==> config.mk <==
export PLATFORM = sky130hd
export DESIGN_NAME = uart_rx
export DESIGN_NICKNAME = d
export VERILOG_FILES = /design/src/rtl/uart_pkg.sv /design/src/rtl/sync_2ff.sv /design/src/rtl/uart_rx.sv
export SDC_FILE = /design/constraint.sdc
export NUM_CORES = 1
export LEC_CHECK = 0
export CAP_MARGIN = 40
export CORE_MARGIN = 5
export CORE_UTILIZATION = 40
export CTS_CLUSTER_DIAMETER = 200
export CTS_CLUSTER_SIZE = 10
export DETAILED_ROUTE_END_ITERATION = 8
export GPL_TIMING_DRIVEN = 0
export PLACE_DENSITY_LB_ADDON = 0.05
export RECOVER_POWER = 25
export SETUP_SLACK_MARGIN = 0.5
export SLEW_MARGIN = 40
export SYNTH_ARGS = -nofsm -noshare
export SYNTH_HDL_FRONTEND = slang
export SYNTH_HIERARCHICAL = 1
export SYNTH_SLANG_ARGS = --single-unit
export TNS_END_PERCENT = 10
==> constraint.sdc <==
create_clock -name clk -period 2.2 [get_ports clk]
set_input_delay 0.44 -clock clk [delete_from_list [all_inputs] [get_ports clk]]
set_output_delay 0.44 -clock clk [all_outputs]
set_load 0.05 [all_outputs]
==> src/rtl/uart_pkg.sv <==
// uart_pkg: shared UART state encoding and default timing constants
package uart_pkg;
    typedef enum logic [2:0] {IDLE, START, DATA, STOP, WAIT_HIGH} uart_state_e;
    localparam int UART_OVERSAMPLE = 16;
    localparam int UART_PKT_LEN    = 13;
endpackage

==> src/rtl/sync_2ff.sv <==
// sync_2ff: two-flop synchronizer for an asynchronous single-bit input
module sync_2ff #(
    parameter logic RST_VAL = 1'b1
) (
    input  logic clk,
    input  logic reset,
    input  logic i_d,
    output logic o_q
);
    logic r_meta;
    logic r_sync;
    // Two-stage capture; both stages reset to the line's idle level
    always_ff @(posedge clk) begin
        if (reset) begin
            r_meta <= RST_VAL;
            r_sync <= RST_VAL;
        end else begin
            r_meta <= i_d;
            r_sync <= r_meta;
        end
    end
    assign o_q = r_sync;
endmodule

==> src/rtl/uart_rx.sv <==
// uart_rx: oversampling UART receiver with valid/ack output buffer and packet index
module uart_rx
    import uart_pkg::*;
#(
    parameter int OVERSAMPLE = UART_OVERSAMPLE,
    parameter int PKT_LEN    = UART_PKT_LEN
) (
    input  logic       clk,
    input  logic       reset,
    input  logic       rx,
    output logic [7:0] data,
    output logic       data_valid,
    input  logic       data_ack,
    output logic [3:0] char_index,
    output logic       framing_err,
    output logic       overrun,
    output logic       busy
);
    localparam int            TW       = $clog2(OVERSAMPLE);
    localparam logic [TW-1:0] TICK_MID = TW'(OVERSAMPLE / 2 - 1);
    localparam logic [TW-1:0] TICK_END = TW'(OVERSAMPLE - 1);
    localparam logic [3:0]    IDX_LAST = 4'(PKT_LEN - 1);

    uart_state_e   r_state;
    logic [TW-1:0] r_tick;
    logic [2:0]    r_bit;
    logic [7:0]    r_shift;
    logic [7:0]    r_data;
    logic [3:0]    r_index;
    logic [3:0]    r_next_index;
    logic          r_valid;
    logic          r_framing_err;
    logic          r_overrun;
    logic          w_rx_s;
    logic          w_tick_end;
    logic          w_good;
    logic          w_load;

    sync_2ff #(.RST_VAL(1'b1)) u_sync (
        .clk   (clk),
        .reset (reset),
        .i_d   (rx),
        .o_q   (w_rx_s)
    );

    assign w_tick_end = r_tick == TICK_END;
    assign w_good     = (r_state == STOP) && w_tick_end && w_rx_s;
    assign w_load     = w_good && (!r_valid || data_ack);

    // Frame FSM: qualify start bit at mid-bit, sample data bits mid-bit LSB first, check stop bit
    always_ff @(posedge clk) begin
        if (reset) begin
            r_state       <= IDLE;
            r_tick        <= '0;
            r_bit         <= '0;
            r_shift       <= '0;
            r_framing_err <= 1'b0;
        end else begin
            r_framing_err <= 1'b0;
            r_tick        <= w_tick_end ? '0 : r_tick + 1'b1;
            case (r_state)
                IDLE: begin
                    r_tick <= '0;
                    if (!w_rx_s) r_state <= START;
                end
                START: if (r_tick == TICK_MID) begin
                    r_tick  <= '0;
                    r_bit   <= '0;
                    r_state <= w_rx_s ? IDLE : DATA;
                end
                DATA: if (w_tick_end) begin
                    r_shift <= {w_rx_s, r_shift[7:1]};
                    r_bit   <= r_bit + 1'b1;
                    if (r_bit == 3'd7) r_state <= STOP;
                end
                STOP: if (w_tick_end) begin
                    r_state       <= w_rx_s ? IDLE : WAIT_HIGH;
                    r_framing_err <= !w_rx_s;
                end
                WAIT_HIGH: if (w_rx_s) r_state <= IDLE;
                default: r_state <= IDLE;
            endcase
        end
    end

    // Output buffer: load good characters when free or being acked, else drop with overrun
    always_ff @(posedge clk) begin
        if (reset) begin
            r_data       <= '0;
            r_index      <= '0;
            r_next_index <= '0;
            r_valid      <= 1'b0;
            r_overrun    <= 1'b0;
        end else begin
            r_overrun <= w_good && !w_load;
            if (w_load) begin
                r_data       <= r_shift;
                r_index      <= r_next_index;
                r_next_index <= (r_next_index == IDX_LAST) ? '0 : r_next_index + 1'b1;
                r_valid      <= 1'b1;
            end else if (data_ack) begin
                r_valid <= 1'b0;
            end
        end
    end

    assign data        = r_data;
    assign data_valid  = r_valid;
    assign char_index  = r_index;
    assign framing_err = r_framing_err;
    assign overrun     = r_overrun;
    assign busy        = r_state != IDLE;
endmodule

# [Yosys cells after proc, flatten, opt, wreduce, memory -nomap -nowiden]
# Index checks and enable logic that the tools add are counted.
[op_classes] n_addsub=3 n_eq_ne=14 mux=18 n_bitwise=2 reduce_logical=16
[op_table] cell="$mux 3" n=9
[op_table] cell="$pmux 3 s5" n=1
[op_table] cell="$mux 4" n=3
[op_table] cell="$ne 2x2->1 const B" n=5
[op_table] cell="$add 4x1->4 const B" n=2
[op_table] cell="$eq 4x4->1 const B" n=2
[op_table] cell="$pmux 4 s2" n=1
[op_table] cell="$eq 3x2->1 const B" n=2
[op_table] cell="$eq 3x3->1 const B" n=2
[op_table] cell="$pmux 3 s2" n=1
[op_table] cell="$reduce_and 6->1" n=1
[op_table] cell="$eq 4x3->1 const B" n=1
[op_table] cell="$logic_and 1x1->1" n=4
[op_table] cell="$reduce_bool 2->1" n=2
[op_table] cell="$add 3x1->3 const B" n=1
[op_table] cell="$eq 3x1->1 const B" n=1
[op_table] cell="$logic_not 1->1" n=3
[op_table] cell="$logic_not 3->1" n=1
[op_table] cell="$reduce_and 3->1" n=1
[op_table] cell="$reduce_bool 3->1" n=1
[op_table] cell="$reduce_or 3->1" n=1
[op_table] cell="$mux 1" n=2
[op_table] cell="$mux 2" n=1
[op_table] cell="$ne 2x1->1 const B" n=1
[op_table] cell="other kinds (3)" n=4
[totals] reg_bits=39 output_inout_bits=16

# [Longest topological paths before layout]
# Gate-level depths: netlist of run 1.
[logic_depth] depth_word=6 depth_mapped=6

# [By module]
# Netlist of run 1, hierarchy kept.
[by_module_without_submodules] module="uart_rx" instances=1 cells_each=166 area_each_um2=1600.3 seq_area_each_um2=740.7
[by_module_without_submodules] module="sync_2ff" instances=1 cells_each=4 area_each_um2=52.6 seq_area_each_um2=40.0

# [Worst setup path after synthesis of run 1]
# Ideal clock, no wire load.
[synth_timing] path_kind="reg-to-reg" start="reg r_tick[0]" end="reg r_shift[0]" setup_time_ns=0.128 t_arrival_ns=1.504 t_required_ns=2.072 setup_slack_ns=0.568 path_stages_with_launch=7 n_path_buf=1 cell_sequence="dfxtp_1 -> ha_1 -> and4_4 -> nor3b_1 -> buf_2 -> mux2i_1 -> nor2_1"
[synth_via] elab_chain_len=2
[synth_rtl] item="start: declaration" line="uart_rx.sv:25" rtl="logic [TW-1:0] r_tick;"
[synth_rtl] item="start signal: assignment" line="uart_rx.sv:60" rtl="r_tick <= w_tick_end ? '0 : r_tick + 1'b1;"
[synth_rtl] item="$eq 4x4->1" line="uart_rx.sv:46" rtl="assign w_tick_end = r_tick == TICK_END;"
[synth_rtl] item="$reduce_and 2->1 (no source line)"
[synth_rtl] item="end signal: assignment" line="uart_rx.sv:72" rtl="r_shift <= {w_rx_s, r_shift[7:1]};"
[synth_rtl] item="end: declaration" line="uart_rx.sv:27" rtl="logic [7:0] r_shift;"
# Every way passes these cells.
# A chain may end at the register's enable or synchronous reset.

# [Final worst setup path of run 1]
[layout_timing] start="in reset" end="reg r_data[4] (netlist: data[4])"
[layout_lines] item="start: declaration" line="uart_rx.sv:9" rtl="input logic reset,"
[layout_lines] item="end signal: assignment" line="uart_rx.sv:97" rtl="r_data <= r_shift;"
[layout_lines] item="end: declaration" line="uart_rx.sv:28" rtl="logic [7:0] r_data;"
# No word-level cell between the ends.

==> results of run 1 <==
==> layer usage <==
metal	global-route usage (%)	vias up	routed length, um
li1	-	638	-
met3	5.27	5	124
met2	17.5	16	1350
met5	0	-	0
met1	17.5	558	1560
met4	4.74	0	51
==> registers in the layout, summed over array words and instances (netlist names), 3 cells and up <==
signal        count
data              8
r_shift           8
char_index        4
r_state           3
r_bit             3
r_tick            4
r_next_index      4
==> cells in the final DEF, fill, tap and decap left out, types with 3 or more instances in the layout <==
cell type                         count
sky130_fd_sc_hd__a21oi_1              9
sky130_fd_sc_hd__ha_1                 4
sky130_fd_sc_hd__nor2b_1              4
sky130_fd_sc_hd__nand3_1              4
sky130_fd_sc_hd__nand2_1              6
sky130_fd_sc_hd__nand3b_1             3
sky130_fd_sc_hd__inv_1                7
sky130_fd_sc_hd__buf_2                6
sky130_fd_sc_hd__clkdlybuf4s50_1     15
sky130_fd_sc_hd__nor2_1              25
sky130_fd_sc_hd__nand2b_1             5
sky130_fd_sc_hd__mux2i_1             23
sky130_fd_sc_hd__clkbuf_1             3
sky130_fd_sc_hd__clkbuf_8             5
sky130_fd_sc_hd__dfxtp_1             37
==> power breakdown <==
group	switching (uW)	internal (uW)	total, uW
Clock	244	452	696
Combinational	122	67.9	190
Sequential	14.6	722	736
==> area by class of cell <==
class / count / area share [%]
Sequential cell: 39 / 38.1
Timing Repair Buffer: 19 / 8.65
Tap cell: 50 / 3.05
Buffer: 11 / 2.98
Multi-Input combinational cell: 113 / 39.3
Inverter: 7 / 1.28
Clock buffer: 5 / 3.35
Clock inverter: 3 / 3.29
==> critical path, delay by kind of cell <==
family / cells / cell delay (ns)
and+or+nand+nor: 1 / 0.08
buffers and inverters: 4 / 1.56
==> worst max-delay path by stage <==
stage	startpoint	endpoint	slack, ns	cells after the start
after floorplan	r_tick[0]	r_shift[0]	0.57	6
after global placement	reset	data[4]	-0.12	5
after detailed placement	reset	data[1]	-0.14	5
after CTS	data[1]	data[1]	0.30	1
after global routing	reset	data[6]	0.16	5
final	reset	data[4]	0.28	5
==> metrics by stage <==
stage	area, um2	TNS [ns]	worst slack, ns	instances	total power, uW
floorplan	1650	0	0.568	170	891
global placement	1910	-1.87	-0.120	239	936
detailed placement	1910	-2.13	-0.135	239	944
CTS	2040	0	0.304	247	1650
global route	2050	0	0.156	247	1700
finish	2050	0	0.284	247	1620
==> logic make-up after synthesis <==
group / Yosys count / synth area share, %
AO/OA/AOI/OAI: 22 / 9.16
XOR/XNOR: 2 / 1.06
adder cells (fa/ha/maj): 5 / 3.79
buffers and inverters: 18 / 5.00
flip-flops: 39 / 47.2
multiplexers: 24 / 14.6
AND/OR/NAND/NOR: 60 / 19.2
==> repair_timing <==
action,4_1_cts,5_1_grt
gates resized for setup,10,8
endpoints found under the setup margin,40,41
hold buffers,0,0
==> run metrics, run 1 <==
Syn Nets=179; R2R cell count=6; delay of the slowest cell on the worst path=0.55 ns; DRC violation count after routing=0; final-report hold violation count=0; top cells by count, synth=sky130_fd_sc_hd__dfxtp_1 (39), sky130_fd_sc_hd__nor2_1 (25), sky130_fd_sc_hd__mux2i_1 (23), sky130_fd_sc_hd__a21oi_1 (9), sky130_fd_sc_hd__inv_1 (7); Clock Path Buffers=2; die span in y=74.3 um; hold path depth=1; final estimated routing congestion in global placement=0.790; Initial Util=41.3%; leading area contributor after synthesis=sky130_fd_sc_hd__dfxtp_1; path type of the worst setup path=in2reg; area share of the largest cell type after synthesis=47.2%; transition at the pin with the smallest max-transition slack=0.597 ns; fraction of registers with async set/reset=0%; Post-Synthesis Cells=170; pin count of the biggest net entering global routing=14; Via Count=1217; Clock Sinks=39; area of combinational cells with multiple inputs=807 um2; sequential area share after synthesis=47.2%; destination of the worst register-to-register timing path=r_next_index[0]; fin crit period=1.92 ns; TritonRoute pass-1 iters=4; peak clock frequency supported by timing=522 MHz; ratio of total power to cell area=790 nW/um2; clock buffer count from CTS=5; R2R Setup Slk=0.56 ns; Sequential cell area=783 um2; top_reg_cell synth=sky130_fd_sc_hd__dfxtp_1; global-route wire length before repair=5310 um; Worst Setup End Kind=flip-flop; Post-synth EDFFs=0; register clock-pin slew on the reported worst setup and hold paths=0.08 ns; vias in the first global route=1145; area added between synthesis and finish=24.3%; synthesized cell area=1650 um2; total overflow reported by the global router=0; post-route clock skew=0.00617 ns; initial antenna violation count=0; Die X-Extent=74.3 um; series of cell instances along the critical path=dlygate4sd3_1 -> clkbuf_1 -> clkbuf_1 -> clkbuf_2 -> nor2_1; ratio of cells with drive above 1 in the final layout=13.7%; post-CTS repair timing setup buffer count=0; number of distinct standard cells referenced by the synthesized netlist=35; hold path startpoint=u_sync/r_meta; CP max FO=10; final-report max-slew violation count=0; placed wire-length estimate=2260 um; worst hold margin=0.407 ns; data arrival time of the critical path=2.09 ns; count of endpoints failing setup in the final report=0; Hold WC Path Type=reg2reg; cell with the most instances after synthesis=sky130_fd_sc_hd__dfxtp_1; H-tree lvl count=2; vias per std cell=4.93; max cap viols=0; launching element type of the critical path=primary input; CTS tree=done; Crit path required time=2.38 ns; core area=4000 um2; Die ar.=5520 um2; Post-Syn Area per Cell=9.72 um2; endpoint of the worst hold path=u_sync/o_q; Detailed Route Iter0 Violations=57; Slowest-stage cell, CP=sky130_fd_sc_hd__dlygate4sd3_1; Routed Wire Length=3080 um; nets=205; status=finished, final reports clean; buffers added on ports=19; cell repeated most along the worst path=sky130_fd_sc_hd__clkbuf_1; Tcrit/Tclk final=87.1%; IR Drop Worst-Case VDD=0.380 mV; count of inserted antenna diode cells=0; number of register bits inferred by synthesis=39; top post-synthesis cells by area=sky130_fd_sc_hd__dfxtp_1 (47%), sky130_fd_sc_hd__mux2i_1 (14%), sky130_fd_sc_hd__nor2_1 (5.7%), sky130_fd_sc_hd__ha_1 (3.8%), sky130_fd_sc_hd__a21oi_1 (2.7%); source-to-sink clock delay at the later pin of the worst-skew pair=0.29 ns; RSZ-0062 raised after global routing=true; final standard cell utilization of the core=51.4%; reg2reg start=r_tick[0]; FP Rows=23; gr usage total=12.6%; number of warning messages in the yosys log=6; remaining max-slew budget at the tightest pin=60.3%; fill count=366; # IOs=20; static power due to leakage=0.000852 uW; buffer cell driving the clock tree root=sky130_fd_sc_hd__clkbuf_8; antenna viol nets, final=0; Routed wire per std cell=12.5 um
Note: power is estimated with default switching activity, not from simulation.
==> run 2, diff against run 1 <==
--- a/config.mk
+++ b/config.mk
@@ -12,7 +12,7 @@
 export CTS_CLUSTER_SIZE = 10
 export DETAILED_ROUTE_END_ITERATION = 8
 export GPL_TIMING_DRIVEN = 0
-export PLACE_DENSITY_LB_ADDON = 0.05
+export PLACE_DENSITY = 0.59
 export RECOVER_POWER = 25
 export SETUP_SLACK_MARGIN = 0.5
 export SLEW_MARGIN = 40
==> run 2 against run 1 <==
Compared with the run above:
- sequential cell count stayed put
- routed wire length grew 5.5%
- sequential power barely moved
- hold slack improved by 0.0054 ns
- first-iteration DRC count down 11%
- final cell count stayed put
- fmax is 2.1% higher
- via count increased by 2.1%
- worst setup slack better by 0.040 ns
- die area stayed put
- core utilization is 1.8 points lower
==> run metrics, run 2 (synthesis results as in run 1) <==
nets=205 (unchanged); Die ar.=5520 um2 (unchanged); Initial Util=41.3% (unchanged); count of endpoints failing setup in the final report=0 (unchanged); Crit path required time=1.76 ns (was 2.38 ns); switching share of power=27.5% (was 23.5%); R2R cell count=5 (was 6); remaining max-slew budget at the tightest pin=59.5% (was 60.3%); die span in y=74.3 um (unchanged); status=finished, final reports clean (unchanged); antenna viol nets, final=0 (unchanged); total overflow reported by the global router=0 (unchanged); transition at the pin with the smallest max-transition slack=0.610 ns (was 0.597 ns); Detailed Route Iter0 Violations=51 (was 57); fin crit period=1.88 ns (was 1.92 ns); fill count=399 (was 366); hold path startpoint=u_sync/r_meta (unchanged); reg2reg start=r_tick[0] (unchanged); pin count of the biggest net entering global routing=14 (unchanged); RSZ-0062 raised after global routing=true (unchanged); H-tree lvl count=2 (unchanged); quantity of hold-fixing buffers added after cts=0 (unchanged); buffer cell driving the clock tree root=sky130_fd_sc_hd__clkbuf_8 (unchanged); Clock Path Buffers=2 (unchanged); buffers and inverters on the worst path=1 (was 4); worst setup slack before clock tree synthesis=-0.194 ns (was -0.135 ns); static power due to leakage=0.000818 uW (was 0.000852 uW); final standard cell utilization of the core=49.5% (was 51.4%); Sw Pwr=383 uW (was 380 uW); count of instances resized after the clock tree is built=13 (was 10); post-CTS repair timing setup buffer count=0 (unchanged); register share of total power=52.8% (was 45.4%); Routed wire per std cell=13.2 um (was 12.5 um); hold path depth=1 (unchanged); IR Drop Worst-Case VDD=0.461 mV (was 0.380 mV); core area=4000 um2 (unchanged); TritonRoute pass-1 iters=4 (unchanged); vias per std cell=5.03 (was 4.93); placed wire-length estimate=2350 um (was 2260 um); gr usage total=12.9% (was 12.6%); CP max FO=2 (was 10); peak clock frequency supported by timing=533 MHz (was 522 MHz); worst hold margin=0.413 ns (was 0.407 ns); Hold WC Path Type=reg2reg (unchanged); initial antenna violation count=0 (unchanged); post-route worst setup slack=0.324 ns (was 0.284 ns); ratio of cells with drive above 1 in the final layout=12.7% (was 13.7%); Top Family by Delay on Critical Path=buffers and inverters (unchanged); Slowest-stage cell, CP=sky130_fd_sc_hd__clkdlybuf4s50_1 (was sky130_fd_sc_hd__dlygate4sd3_1); path type of the worst setup path=reg2out (was in2reg); series of cell instances along the critical path=clkdlybuf4s50_1 (was dlygate4sd3_1 -> clkbuf_1 -> clkbuf_1 -> clkbuf_2 -> nor2_1); # IOs=20 (unchanged); delay of the slowest cell on the worst path=0.81 ns (was 0.55 ns); final-report hold violation count=0 (unchanged); CTS tree=done (unchanged); launching instance or port of the critical path=data[0] (was reset); Worst Setup End Kind=output pin (was flip-flop); final estimated routing congestion in global placement=0.826 (was 0.790); P_int=1010 uW (was 1240 uW); clock buffer count from CTS=5 (unchanged); most common library cell in the layout ignoring fill and taps=sky130_fd_sc_hd__dfxtp_1 (unchanged); launching element type of the critical path=flip-flop (was primary input); post-route clock skew=0.00496 ns (was 0.00617 ns); Comb power frac=13.1% (was 11.7%); FP Rows=23 (unchanged); ratio of total power to cell area=702 nW/um2 (was 790 nW/um2); leading cell types in the layout, fill and taps excluded=sky130_fd_sc_hd__dfxtp_1 (39), sky130_fd_sc_hd__nor2_1 (25), sky130_fd_sc_hd__mux2i_1 (23) (was sky130_fd_sc_hd__dfxtp_1 (37), sky130_fd_sc_hd__nor2_1 (25), sky130_fd_sc_hd__mux2i_1 (23)); Via Count=1242 (was 1217); buffers added on ports=19 (unchanged); Die X-Extent=74.3 um (unchanged); number of logic stages on the critical path including buffering=1 (was 5); source-to-sink clock delay at the later pin of the worst-skew pair=0.29 ns (about the same); DRC violation count after routing=0 (unchanged); count of inserted antenna diode cells=0 (unchanged); register clock-pin slew on the reported worst setup and hold paths=0.08 ns (about the same); fraction of power consumed by the clock network=34.0% (was 42.9%); Clock Sinks=39 (unchanged); data arrival time of the critical path=1.44 ns (was 2.09 ns); global-route wire length before repair=5490 um (was 5310 um); area added between synthesis and finish=19.9% (was 24.3%); vias in the first global route=1201 (was 1145); Tcrit/Tclk final=85.3% (was 87.1%); Routed Wire Length=3250 um (was 3080 um); max cap viols=0 (unchanged); final-report max-slew violation count=0 (unchanged)
==> run 2: cell types whose count changed in the layout (fill, tap and decap cells not counted), moves of 2 or more <==
cell / before / now
sky130_fd_sc_hd__bufinv_16: 2 / 0
sky130_fd_sc_hd__clkbuf_1: 3 / 5
sky130_fd_sc_hd__clkdlybuf4s50_1: 15 / 12
sky130_fd_sc_hd__dfxtp_1: 37 / 39
sky130_fd_sc_hd__dfxtp_2: 2 / 0
==> run 2: worst register-to-register path, stage by stage (launching register included) <==
cell,delay [ns]
sky130_fd_sc_hd__dfxtp_1,0.43
sky130_fd_sc_hd__ha_4,0.21
sky130_fd_sc_hd__nand3b_1,0.11
sky130_fd_sc_hd__a32o_2,0.30
sky130_fd_sc_hd__or4_1,0.47
sky130_fd_sc_hd__a21oi_1,0.13
==> run 2: metrics by stage <==
stage	instance area (um2)	total power, uW	cells	TNS, ns
after floorplan	1650	891	170	0
after global placement	1910	933	239	-2.10
after CTS	2010	1410	247	0
after global routing	1980	1460	247	0
final	1980	1390	247	0
after detailed placement	1910	937	239	-3.51
==> run 2: layout make-up <==
| class | count | area (um2) | area share, % |
|---|---|---|---|
| Multi-Input combinational cell | 113 | 802 | 40.5 |
| Sequential cell | 39 | 781 | 39.4 |
| Timing Repair Buffer | 19 | 159 | 8.02 |
| Clock buffer | 5 | 68.8 | 3.47 |
| Buffer | 11 | 62.6 | 3.16 |
| Tap cell | 50 | 62.6 | 3.16 |
| Inverter | 7 | 26.3 | 1.33 |
| Clock inverter | 3 | 20.0 | 1.01 |
==> run 2: final timing paths <==
| path | endpoint | slack (ns) |
|---|---|---|
| hold reg to reg | u_sync/o_q | 0.41 |
| setup / recovery | data[0] | 0.32 |
| hold / removal | u_sync/o_q | 0.41 |
| setup reg to reg | r_state[1] | 0.49 |
==> run 2: per-layer routing <==
layer | routed length, um | vias up | global-route usage [%]
met2 | 1550 | 18 | 21.3
met4 | 36 | 0 | 5.34
met1 | 1540 | 584 | 16.3
met5 | 0 | - | 0
li1 | - | 636 | -
met3 | 122 | 4 | 2.84
==> run 2: power groups by stage <==
stage | sequential [uW] | clock (uW) | combinational [uW]
CTS | 735 | 493 | 184
global route | 737 | 522 | 201
global placement | 747 | 0 | 186
floorplan | 746 | 0 | 145
finish | 735 | 474 | 183
detailed placement | 749 | 0 | 188
==> run 3, diff against run 2 <==
--- a/config.mk
+++ b/config.mk
@@ -6,6 +6,7 @@
 export NUM_CORES = 1
 export LEC_CHECK = 0
 export CAP_MARGIN = 40
+export CORE_ASPECT_RATIO = 2
 export CORE_MARGIN = 5
 export CORE_UTILIZATION = 40
 export CTS_CLUSTER_DIAMETER = 200
==> run 3 against run 2 <==
Compared with the run above:
- die area is 1.4% higher
- first-iteration DRC count down 69%
- final area down 1.0%
- count of clock-buffer cells in the layout grew 1
- largest power group unchanged
==> run metrics, run 3 (synthesis results as in run 1) <==
clock buffer count from CTS=5 (unchanged); Tcrit/Tclk final=85.8% (was 85.3%); transition at the pin with the smallest max-transition slack=0.603 ns (was 0.610 ns); static power due to leakage=0.000817 uW (was 0.000818 uW); Via Count=1260 (was 1242); vias per std cell=5.10 (was 5.03); CP max FO=10 (was 2); status=finished, final reports clean (unchanged); post-CTS repair timing setup buffer count=0 (unchanged); data arrival time of the critical path=2.05 ns (was 1.44 ns); RSZ-0062 raised after global routing=true (unchanged); Detailed Route Iter0 Violations=16 (was 51); buffers added on ports=19 (unchanged); Die X-Extent=55.5 um (was 74.3 um); area added between synthesis and finish=18.7% (was 19.9%); gr usage total=12.6% (was 12.9%); Routed Wire Length=3330 um (was 3250 um); fill count=437 (was 399); IR Drop Worst-Case VDD=0.528 mV (was 0.461 mV); Clock Path Buffers=2 (unchanged); post-route clock skew=0.00583 ns (was 0.00496 ns); worst setup slack before clock tree synthesis=-0.157 ns (was -0.194 ns); R2R Setup Slk=0.43 ns (was 0.49 ns); final-report hold violation count=0 (unchanged); post-route worst setup slack=0.313 ns (was 0.324 ns); P_int=999 uW (was 1010 uW); # IOs=20 (unchanged); Clock Sinks=39 (unchanged); FP Rows=33 (was 23); ratio of cells with drive above 1 in the final layout=11.3% (was 12.7%); source-to-sink clock delay at the later pin of the worst-skew pair=0.28 ns (was 0.29 ns); nets=205 (unchanged); final-report max-slew violation count=0 (unchanged); global-route wire length before repair=5630 um (was 5490 um); max cap viols=0 (unchanged); buffer cell driving the clock tree root=sky130_fd_sc_hd__clkbuf_8 (unchanged); destination of the worst register-to-register timing path=r_shift[5] (was r_state[1]); Crit path required time=2.36 ns (was 1.76 ns); vias in the first global route=1247 (was 1201); die span in y=101 um (was 74.3 um); ratio of total power to cell area=691 nW/um2 (was 702 nW/um2); end of the critical path=r_shift[0] (was data[0]); final standard cell utilization of the core=48.5% (was 49.5%); placed wire-length estimate=2510 um (was 2350 um); total overflow reported by the global router=0 (unchanged); count of endpoints failing setup in the final report=0 (unchanged); path type of the worst setup path=in2reg (was reg2out); launching element type of the critical path=primary input (was flip-flop); quantity of hold-fixing buffers added after cts=0 (unchanged); post-layout total power=1360 uW (was 1390 uW); most common library cell in the layout ignoring fill and taps=sky130_fd_sc_hd__dfxtp_1 (unchanged); final estimated routing congestion in global placement=0.807 (was 0.826); R2R cell count=6 (was 5); register clock-pin slew on the reported worst setup and hold paths=0.07 ns (was 0.08 ns); TritonRoute pass-1 iters=4 (unchanged); peak clock frequency supported by timing=530 MHz (was 533 MHz); antenna viol nets, final=0 (unchanged); Die ar.=5600 um2 (was 5520 um2); Routed wire per std cell=13.5 um (was 13.2 um); Worst Setup End Kind=flip-flop (was output pin); count of inserted antenna diode cells=0 (unchanged); launching instance or port of the critical path=reset (was data[0]); Hold WC Path Type=reg2reg (unchanged); pin count of the biggest net entering global routing=11 (was 14); DRC violation count after routing=0 (unchanged); core area=4050 um2 (was 4000 um2); CTS tree=done (unchanged); Sw Pwr=356 uW (was 383 uW); reg2reg start=r_tick[0] (unchanged); initial antenna violation count=0 (unchanged); worst hold margin=0.407 ns (was 0.413 ns); switching share of power=26.3% (was 27.5%); Comb power frac=14.0% (was 13.1%); Initial Util=40.8% (was 41.3%); remaining max-slew budget at the tightest pin=60.0% (was 59.5%); register share of total power=54.1% (was 52.8%); leading cell types in the layout, fill and taps excluded=sky130_fd_sc_hd__dfxtp_1 (39), sky130_fd_sc_hd__nor2_1 (25), sky130_fd_sc_hd__mux2i_1 (23) (unchanged); fin crit period=1.89 ns (was 1.88 ns); fraction of power consumed by the clock network=31.9% (was 34.0%); H-tree lvl count=2 (unchanged)
[run 3: cell types whose count changed in the layout (fill, tap and decap cells not counted), sizes merged]
cell           previous run  this run
clkdlybuf4s50            12        13
clkinv                    1         0
clkinvlp                  2         0
[run 3: per-layer routing]
metal	part of all wire, %	GRT usage (%)
met1	40	12.4
met5	0	0
met3	3.9	3.59
met4	1.7	6.37
met2	54	23.4
[run 3: worst min path at each step]
| stage | to | cells after the start | from |
|---|---|---|---|
| 2_1_floorplan | u_sync/o_q | 1 | u_sync/r_meta |
| 3_3_place_gp | u_sync/o_q | 1 | u_sync/r_meta |
| 3_5_place_dp | u_sync/o_q | 1 | u_sync/r_meta |
| 4_1_cts | u_sync/o_q | 1 | u_sync/r_meta |
| 5_1_grt | u_sync/o_q | 1 | u_sync/r_meta |
| 6_report | u_sync/o_q | 1 | u_sync/r_meta |
[run 3: repair_timing]
action,CTS,global route
gates resized for setup,11,3
endpoints found under the setup margin,45,33
hold endpoints to repair,0,0
[run 3: worst max-delay path: stages]
cell and delay, ns:
sky130_fd_sc_hd__dlygate4sd3_1 0.57, sky130_fd_sc_hd__clkbuf_1 0.37, sky130_fd_sc_hd__clkbuf_2 0.31, sky130_fd_sc_hd__clkbuf_2 0.28
sky130_fd_sc_hd__nor2_1 0.08
[run 3: power groups by stage]
stage / Clock [uW] / Combinational [uW] / Sequential [uW]
after floorplan: 0 / 145 / 746
after global placement: 0 / 188 / 747
after detailed placement: 0 / 196 / 750
after CTS: 449 / 190 / 734
after global routing: 481 / 204 / 735
final: 432 / 190 / 734
[run 3: area by class of cell]
| type | instances | area, um2 | area share (%) |
|---|---|---|---|
| Tap cell | 52 | 65.1 | 3.32 |
| Sequential cell | 39 | 781 | 39.8 |
| Multi-Input combinational cell | 113 | 792 | 40.4 |
| Inverter | 7 | 26.3 | 1.34 |
| Timing Repair Buffer | 19 | 165 | 8.42 |
| Buffer | 11 | 60.1 | 3.06 |
| Clock buffer | 6 | 72.6 | 3.70 |
[run 3: through the flow]
stage,cells,setup TNS (ns),area (um2)
finish,247,0,1960
global route,247,0,1960
CTS,247,0,1980
detailed placement,241,-2.72,1910
global placement,241,-1.53,1910
floorplan,170,0,1650
